### src/rtl/batcharger_adc_scheduler_if.sv
// Handshake between the ADC scheduler (master) and the shared 8-bit SAR ADC front end (slave).
interface batcharger_adc_scheduler_if;
  logic [1:0] adc_sel;
  logic       adc_start;
  logic       adc_done;
  logic [7:0] adc_data;

  modport master (output adc_sel, output adc_start, input adc_done, input adc_data);
  modport slave  (input adc_sel, input adc_start, output adc_done, output adc_data);
endinterface

### src/rtl/batcharger_adc_scheduler.sv
// Round-robin V/I/T sampling scheduler for one shared SAR ADC.
// Optional BATCHARGER_ADC_AVG_EN: captures are averaged with the previous valid code.
//   state   | meaning
//   IDLE    | no request or block disabled, adc_sel=11
//   SELECT  | pick next enabled channel after the last serviced one
//   SETTLE  | mux settling, counter counts down to 0
//   CONVERT | start pulse on first cycle, wait for done or timeout
module batcharger_adc_scheduler #(
  parameter int SETTLE_CYC  = 4,
  parameter int TIMEOUT_CYC = 200
) (
  input  logic       clk,
  input  logic       rstz,
  input  logic       en,
  input  logic       vmonen,
  input  logic       imonen,
  input  logic       tmonen,
  batcharger_adc_scheduler_if.master adc,
  output logic [7:0] vbat,
  output logic [7:0] ibat,
  output logic [7:0] tbat,
  output logic       vtok,
  output logic [2:0] adc_err
);

  typedef enum logic [1:0] {ST_IDLE, ST_SELECT, ST_SETTLE, ST_CONVERT} state_t;

  state_t          state_q, state_d;
  logic [7:0]      cnt_q, cnt_d;
  logic [1:0]      ch_q, ch_d;
  logic [1:0]      rr_q, rr_d;
  logic [2:0][7:0] data_q, data_d;
  logic [2:0]      valid_q, valid_d;
  logic [2:0]      err_q, err_d;
  logic            vtok_q, vtok_d;

  logic [2:0] mon;
  logic [2:0] rot;
  logic [1:0] off;
  logic [2:0] psum;
  logic [1:0] pick;
  logic       pick_ok;
  logic [1:0] ch_next;
  logic [7:0] new_code;
  logic [1:0] sel_c;
  logic       start_c;

  assign mon = {tmonen, imonen, vmonen};

  // Rotate the request mask so bit 0 is the channel with current priority.
  always_comb begin
    rot = mon;
    case (rr_q)
      2'd1:    rot = {mon[0], mon[2], mon[1]};
      2'd2:    rot = {mon[1], mon[0], mon[2]};
      default: rot = mon;
    endcase
    off = 2'd0;
    if (rot[0])      off = 2'd0;
    else if (rot[1]) off = 2'd1;
    else             off = 2'd2;
    pick_ok = |rot;
    psum    = {1'b0, rr_q} + {1'b0, off};
    pick    = (psum >= 3'd3) ? 2'(psum - 3'd3) : psum[1:0];
  end

  assign ch_next = (ch_q == 2'd2) ? 2'd0 : ch_q + 2'd1;

`ifdef BATCHARGER_ADC_AVG_EN
  logic [8:0] avg_sum;
  assign avg_sum  = {1'b0, data_q[ch_q]} + {1'b0, adc.adc_data} + 9'd1;
  assign new_code = valid_q[ch_q] ? avg_sum[8:1] : adc.adc_data;
`else
  assign new_code = adc.adc_data;
`endif

  always_comb begin
    state_d = state_q;
    cnt_d   = cnt_q;
    ch_d    = ch_q;
    rr_d    = rr_q;
    data_d  = data_q;
    valid_d = valid_q & mon;
    err_d   = err_q;
    vtok_d  = valid_q[0] & valid_q[2];
    sel_c   = 2'b11;
    start_c = 1'b0;
    case (state_q)
      ST_IDLE: begin
        if (en && (|mon)) state_d = ST_SELECT;
      end
      ST_SELECT: begin
        if (pick_ok) begin
          sel_c   = pick;
          ch_d    = pick;
          cnt_d   = 8'(SETTLE_CYC - 1);
          state_d = ST_SETTLE;
        end else begin
          state_d = ST_IDLE;
        end
      end
      ST_SETTLE: begin
        sel_c = ch_q;
        if (cnt_q == 8'd0) begin
          cnt_d   = 8'd1;
          state_d = ST_CONVERT;
        end else begin
          cnt_d = cnt_q - 8'd1;
        end
      end
      ST_CONVERT: begin
        sel_c   = ch_q;
        start_c = (cnt_q == 8'd1);
        // Done beats a same-cycle timeout; a dropped channel discards its result.
        if ((cnt_q != 8'd1) && adc.adc_done) begin
          if (mon[ch_q]) begin
            data_d[ch_q]  = new_code;
            valid_d[ch_q] = 1'b1;
          end
          rr_d    = ch_next;
          state_d = ST_SELECT;
        end else if (cnt_q == 8'(TIMEOUT_CYC)) begin
          err_d[ch_q]   = 1'b1;
          valid_d[ch_q] = 1'b0;
          rr_d          = ch_next;
          state_d       = ST_SELECT;
        end else begin
          cnt_d = cnt_q + 8'd1;
        end
      end
      default: state_d = ST_IDLE;
    endcase
    if (!en) begin
      state_d = ST_IDLE;
      valid_d = 3'b000;
      err_d   = 3'b000;
      start_c = 1'b0;
    end
  end

  always_ff @(posedge clk or negedge rstz) begin
    if (!rstz) begin
      state_q <= ST_IDLE;
      cnt_q   <= 8'd0;
      ch_q    <= 2'd0;
      rr_q    <= 2'd0;
      data_q  <= '0;
      valid_q <= 3'b000;
      err_q   <= 3'b000;
      vtok_q  <= 1'b0;
    end else begin
      state_q <= state_d;
      cnt_q   <= cnt_d;
      ch_q    <= ch_d;
      rr_q    <= rr_d;
      data_q  <= data_d;
      valid_q <= valid_d;
      err_q   <= err_d;
      vtok_q  <= vtok_d;
    end
  end

  assign adc.adc_sel   = sel_c;
  assign adc.adc_start = start_c;
  assign vbat          = data_q[0];
  assign ibat          = data_q[1];
  assign tbat          = data_q[2];
  assign vtok          = vtok_q;
  assign adc_err       = err_q;

endmodule

### src/flat_wrapper.sv
// flat-port wrapper written by rule: the top's interface ports become plain ports
module batcharger_adc_scheduler_flat 
#(
  parameter int SETTLE_CYC  = 4,
  parameter int TIMEOUT_CYC = 200
)
  (clk, rstz, en, vmonen, imonen, tmonen, vbat, ibat, tbat, vtok, adc_err, adc_adc_sel, adc_adc_start, adc_adc_done, adc_adc_data);
  batcharger_adc_scheduler_if adc_i ();
  input  logic clk;
  input  logic rstz;
  input  logic en;
  input  logic vmonen;
  input  logic imonen;
  input  logic tmonen;
  output logic [7:0] vbat;
  output logic [7:0] ibat;
  output logic [7:0] tbat;
  output logic vtok;
  output logic [2:0] adc_err;
  output wire logic [$bits(adc_i.adc_sel)-1:0] adc_adc_sel;
  output wire logic [$bits(adc_i.adc_start)-1:0] adc_adc_start;
  input wire logic [$bits(adc_i.adc_done)-1:0] adc_adc_done;
  input wire logic [$bits(adc_i.adc_data)-1:0] adc_adc_data;
  assign adc_adc_sel = adc_i.adc_sel;
  assign adc_adc_start = adc_i.adc_start;
  assign adc_i.adc_done = adc_adc_done;
  assign adc_i.adc_data = adc_adc_data;
  batcharger_adc_scheduler #(.SETTLE_CYC(SETTLE_CYC), .TIMEOUT_CYC(TIMEOUT_CYC)) u_core (.clk(clk), .rstz(rstz), .en(en), .vmonen(vmonen), .imonen(imonen), .tmonen(tmonen), .adc(adc_i), .vbat(vbat), .ibat(ibat), .tbat(tbat), .vtok(vtok), .adc_err(adc_err));
endmodule
### config.mk
export PLATFORM = sky130hd
export DESIGN_NAME = batcharger_adc_scheduler_flat
export DESIGN_NICKNAME = d
export VERILOG_FILES = /design/src/rtl/batcharger_adc_scheduler_if.sv /design/src/rtl/batcharger_adc_scheduler.sv /design/src/flat_wrapper.sv
export SDC_FILE = /design/constraint.sdc
export NUM_CORES = 1
export LEC_CHECK = 0
export ABC_CLOCK_PERIOD_IN_PS = 6320
export CAP_MARGIN = 30
export CORE_AREA = 8 8 83 85
export CTS_CLUSTER_SIZE = 16
export DETAILED_ROUTE_END_ITERATION = 8
export DIE_AREA = 0 0 91 93
export HOLD_SLACK_MARGIN = 0.15
export PLACE_DENSITY = 0.71
export REMOVE_ABC_BUFFERS = 1
export SYNTH_ARGS = -nofsm -noshare
export SYNTH_HDL_FRONTEND = slang
export SYNTH_SLANG_ARGS = --single-unit
### constraint.sdc
create_clock -name clk -period 6.32 [get_ports clk]
set_input_delay 1.264 -clock clk [delete_from_list [all_inputs] [get_ports clk]]
set_output_delay 1.264 -clock clk [all_outputs]
set_load 0.02 [all_outputs]
==> reports/metrics.csv <==
metric;value;unit
postCtsHoldBufs;0;
synth_top_area_share;43.29;%
grt_util_all_layers;13.62;%
fin_skew;0.002241;ns
ir_drop;134.0;uV
stdcell_area;3124;um2
switching_share;34.83;%
place.gp.congestion;0.8159;
dpl_cell_area;3032;um2
worstReg2RegStart;u_core.rr_q[0];
hold_depth;1;
ys.flop_type;dfrtp_1;
cts-buffers-inserted;5;
arrival;4.62;ns
cts.htree.levels;2;
grt_pass1_vias;1875;
avgSynthCellArea;10.78;um2
synthTopCellsByArea;dfrtp_1, mux2_4, ha_1;
ant_nets;0;
grt_max_degree;39;
grt_pass1_wl;9549;um
hold_viol_final;0;
overflow;0;
worstPathMaxFanout;7;
leakagePower;1.353;nW
die_area;8463;um2
diodes;0;
vias;1865;
ys_ff_latch;44;
synth_top_cell_by_area;dfrtp_1;
coreArea;5675;um2
yosys_warnings;0;
clkTransAtPathRegs;0.08;ns
die_w;91;um
cts_buffer_depth;2;
p_sw;0.0002872;W
multi_input_area;1315;um2
internal_power;0.0005374;W
regArea;1101;um2
combPwrFrac;37.1;%
fmax;0.1699;GHz
cap_violations;0;
final.min_clock_period;5.885;ns
io_buffers;45;
ys_seq_area_share;43.29;%
tns;0;ns
fin_cells;353;
area_growth;22.82;%
postSynthCellCount;236;
cp-start-kind;primary input;
pwr-share-seq;41.0;%
critical_path_class;primary input to primary output;
setup_viol;0;
power_density;263.9;nW/um2
fillers;510;
cts_resized;0;
ioPinCount;46;
clock-sinks;44;
drt-total-wl;5346;um
final.period_utilization;93.12;%
hold_start;u_core.valid_q[0];
antenna_found_initial;0;
hp-class;flip-flop to flip-flop;
start_util;44.82;%
first_pass_iters;4;
netlist_top_cells_count;dfrtp_1, o21ai_0, mux2_4;
relSlewSlack;59.95;%
drv_slew;0;
endpoint_kind;primary output;
netlist_area;2544;um2
dp_hpwl;4100;um
vias_per_cell;5.283;
route.detailed.drc;0;
tightest_slew;0.5976;ns
wl_per_cell;15.14;um
synth_edf_count;0;
cts-root-buf;clkbuf_8;
rsz0062_at_grt;no;
critPathLaunch;vmonen;
drt-initial-drc-count;37;
async_flop_share;100.0;%
drive_gt1_share;16.19;%
die_h;93;um
rr_worst_depth;14;
rows;28;
insertion_delay;0.29;ns
required;5.06;ns
netlist-cell-type-count;45;
cts_tree;done;
synth.most_common_cell;dfrtp_1;
postCtsSetupBuffers;0;
pwr-share-clk;21.8;%
layout.nets;306;
status;complete, no violations;
dp.cells;345;
==> per-layer routing <==
layer  up-vias  global-route usage, %  part of all wire (%)
li1        918                      -                     -
met1       889                  18.48                    49
met2        51                  20.86                    45
met3         7                  4.006                   5.4
met4         0                  3.274                  0.95
met5         -                      0                     0
==> sequential cells by signal, summed over array words and instances, names as in the netlist <==
name            cells
u_core.ch_q         2
u_core.vbat         8
u_core.valid_q      2
u_core.state_q      2
u_core.vtok         1
u_core.rr_q         2
u_core.adc_err      3
u_core.ibat         8
u_core.cnt_q        8
u_core.tbat         8
==> cell type report <==
cell class                      count  share of cell area [%]
Tap cell                           75                   3.004
Clock inverter                      2                  0.3204
Timing Repair Buffer               46                   14.90
Inverter                           15                   1.802
Multi-Input combinational cell    165                   42.09
Clock buffer                        6                   2.643
Sequential cell                    44                   35.24
==> cell usage in the layout (no fill, tap or decap), types with 2 or more instances in the layout <==
master            n
mux2_2           12
clkbuf_8          6
a211oi_1          3
o211ai_1          2
and3_1            3
and3_4            2
o21ai_0          17
clkinv_2          2
o22ai_1           4
nor2_1           11
dfrtp_1          44
xnor2_1           5
nor3b_1           4
nor2b_1           6
nand3_1          10
nand2_1          11
o21a_1            4
a31oi_1           2
a21oi_1          11
o32a_1            2
clkdlybuf4s50_1  44
mux2_4           16
ha_1             13
inv_1            15
nor3_1            8
==> worst paths after layout <==
path                              endpoint  slack (ns)
max in group asynchronous  u_core.cnt_q[1]        5.07
hold / removal                 u_core.vtok        0.49
setup reg to reg            u_core.ch_q[0]        3.37
min in group asynchronous      u_core.vtok        0.80
hold reg to reg                u_core.vtok        0.49
setup / recovery            adc_adc_sel[1]        0.44
==> metrics by stage <==
step	total power, W	util (%)	worst slack, ns	hold WS (ns)
6_report	0.0008245	55.05	0.4351	0.4934
5_1_grt	0.0008895	55.05	0.2118	0.5202
4_1_cts	0.0008358	55.05	0.4230	0.4946
3_5_place_dp	0.0006524	53.42	0.4351	0.4739
3_3_place_gp	0.0006407	53.06	0.5410	0.4780
2_1_floorplan	0.0005512	-	1.777	0.4544
==> power groups by stage <==
| stage | registers (W) | logic, W | clock network [W] |
|---|---|---|---|
| global route | 0.000345 | 0.000344 | 0.000200 |
| finish | 0.000338 | 0.000306 | 0.000180 |
| CTS | 0.000338 | 0.000309 | 0.000188 |
| floorplan | 0.000354 | 0.000197 | 0 |
| detailed placement | 0.000344 | 0.000308 | 0 |
| global placement | 0.000343 | 0.000297 | 0 |
==> critical path, stage by stage <==
cell             delay [ns]
clkdlybuf4s50_1        0.60
nand2_1                0.08
a211oi_1               0.22
a31oi_1                0.07
o22ai_1                0.17
ha_1                   0.16
inv_1                  0.05
fa_1                   0.55
inv_1                  0.06
ha_1                   0.17
nor2b_1                0.21
a21oi_1                0.11
a21oi_1                0.16
nand2_1                0.07
nand3_1                0.08
clkdlybuf4s50_1        0.60
==> cell families after synthesis <==
group	Yosys count	synth area share, %
AO/OA/AOI/OAI	50	12.64
XOR/XNOR	6	2.066
adder cells (fa/ha/maj)	14	7.182
buffers and inverters	27	5.017
flip-flops	44	43.29
multiplexers	29	15.15
AND/OR/NAND/NOR	66	14.66
Power figures use the tool's default switching activity.
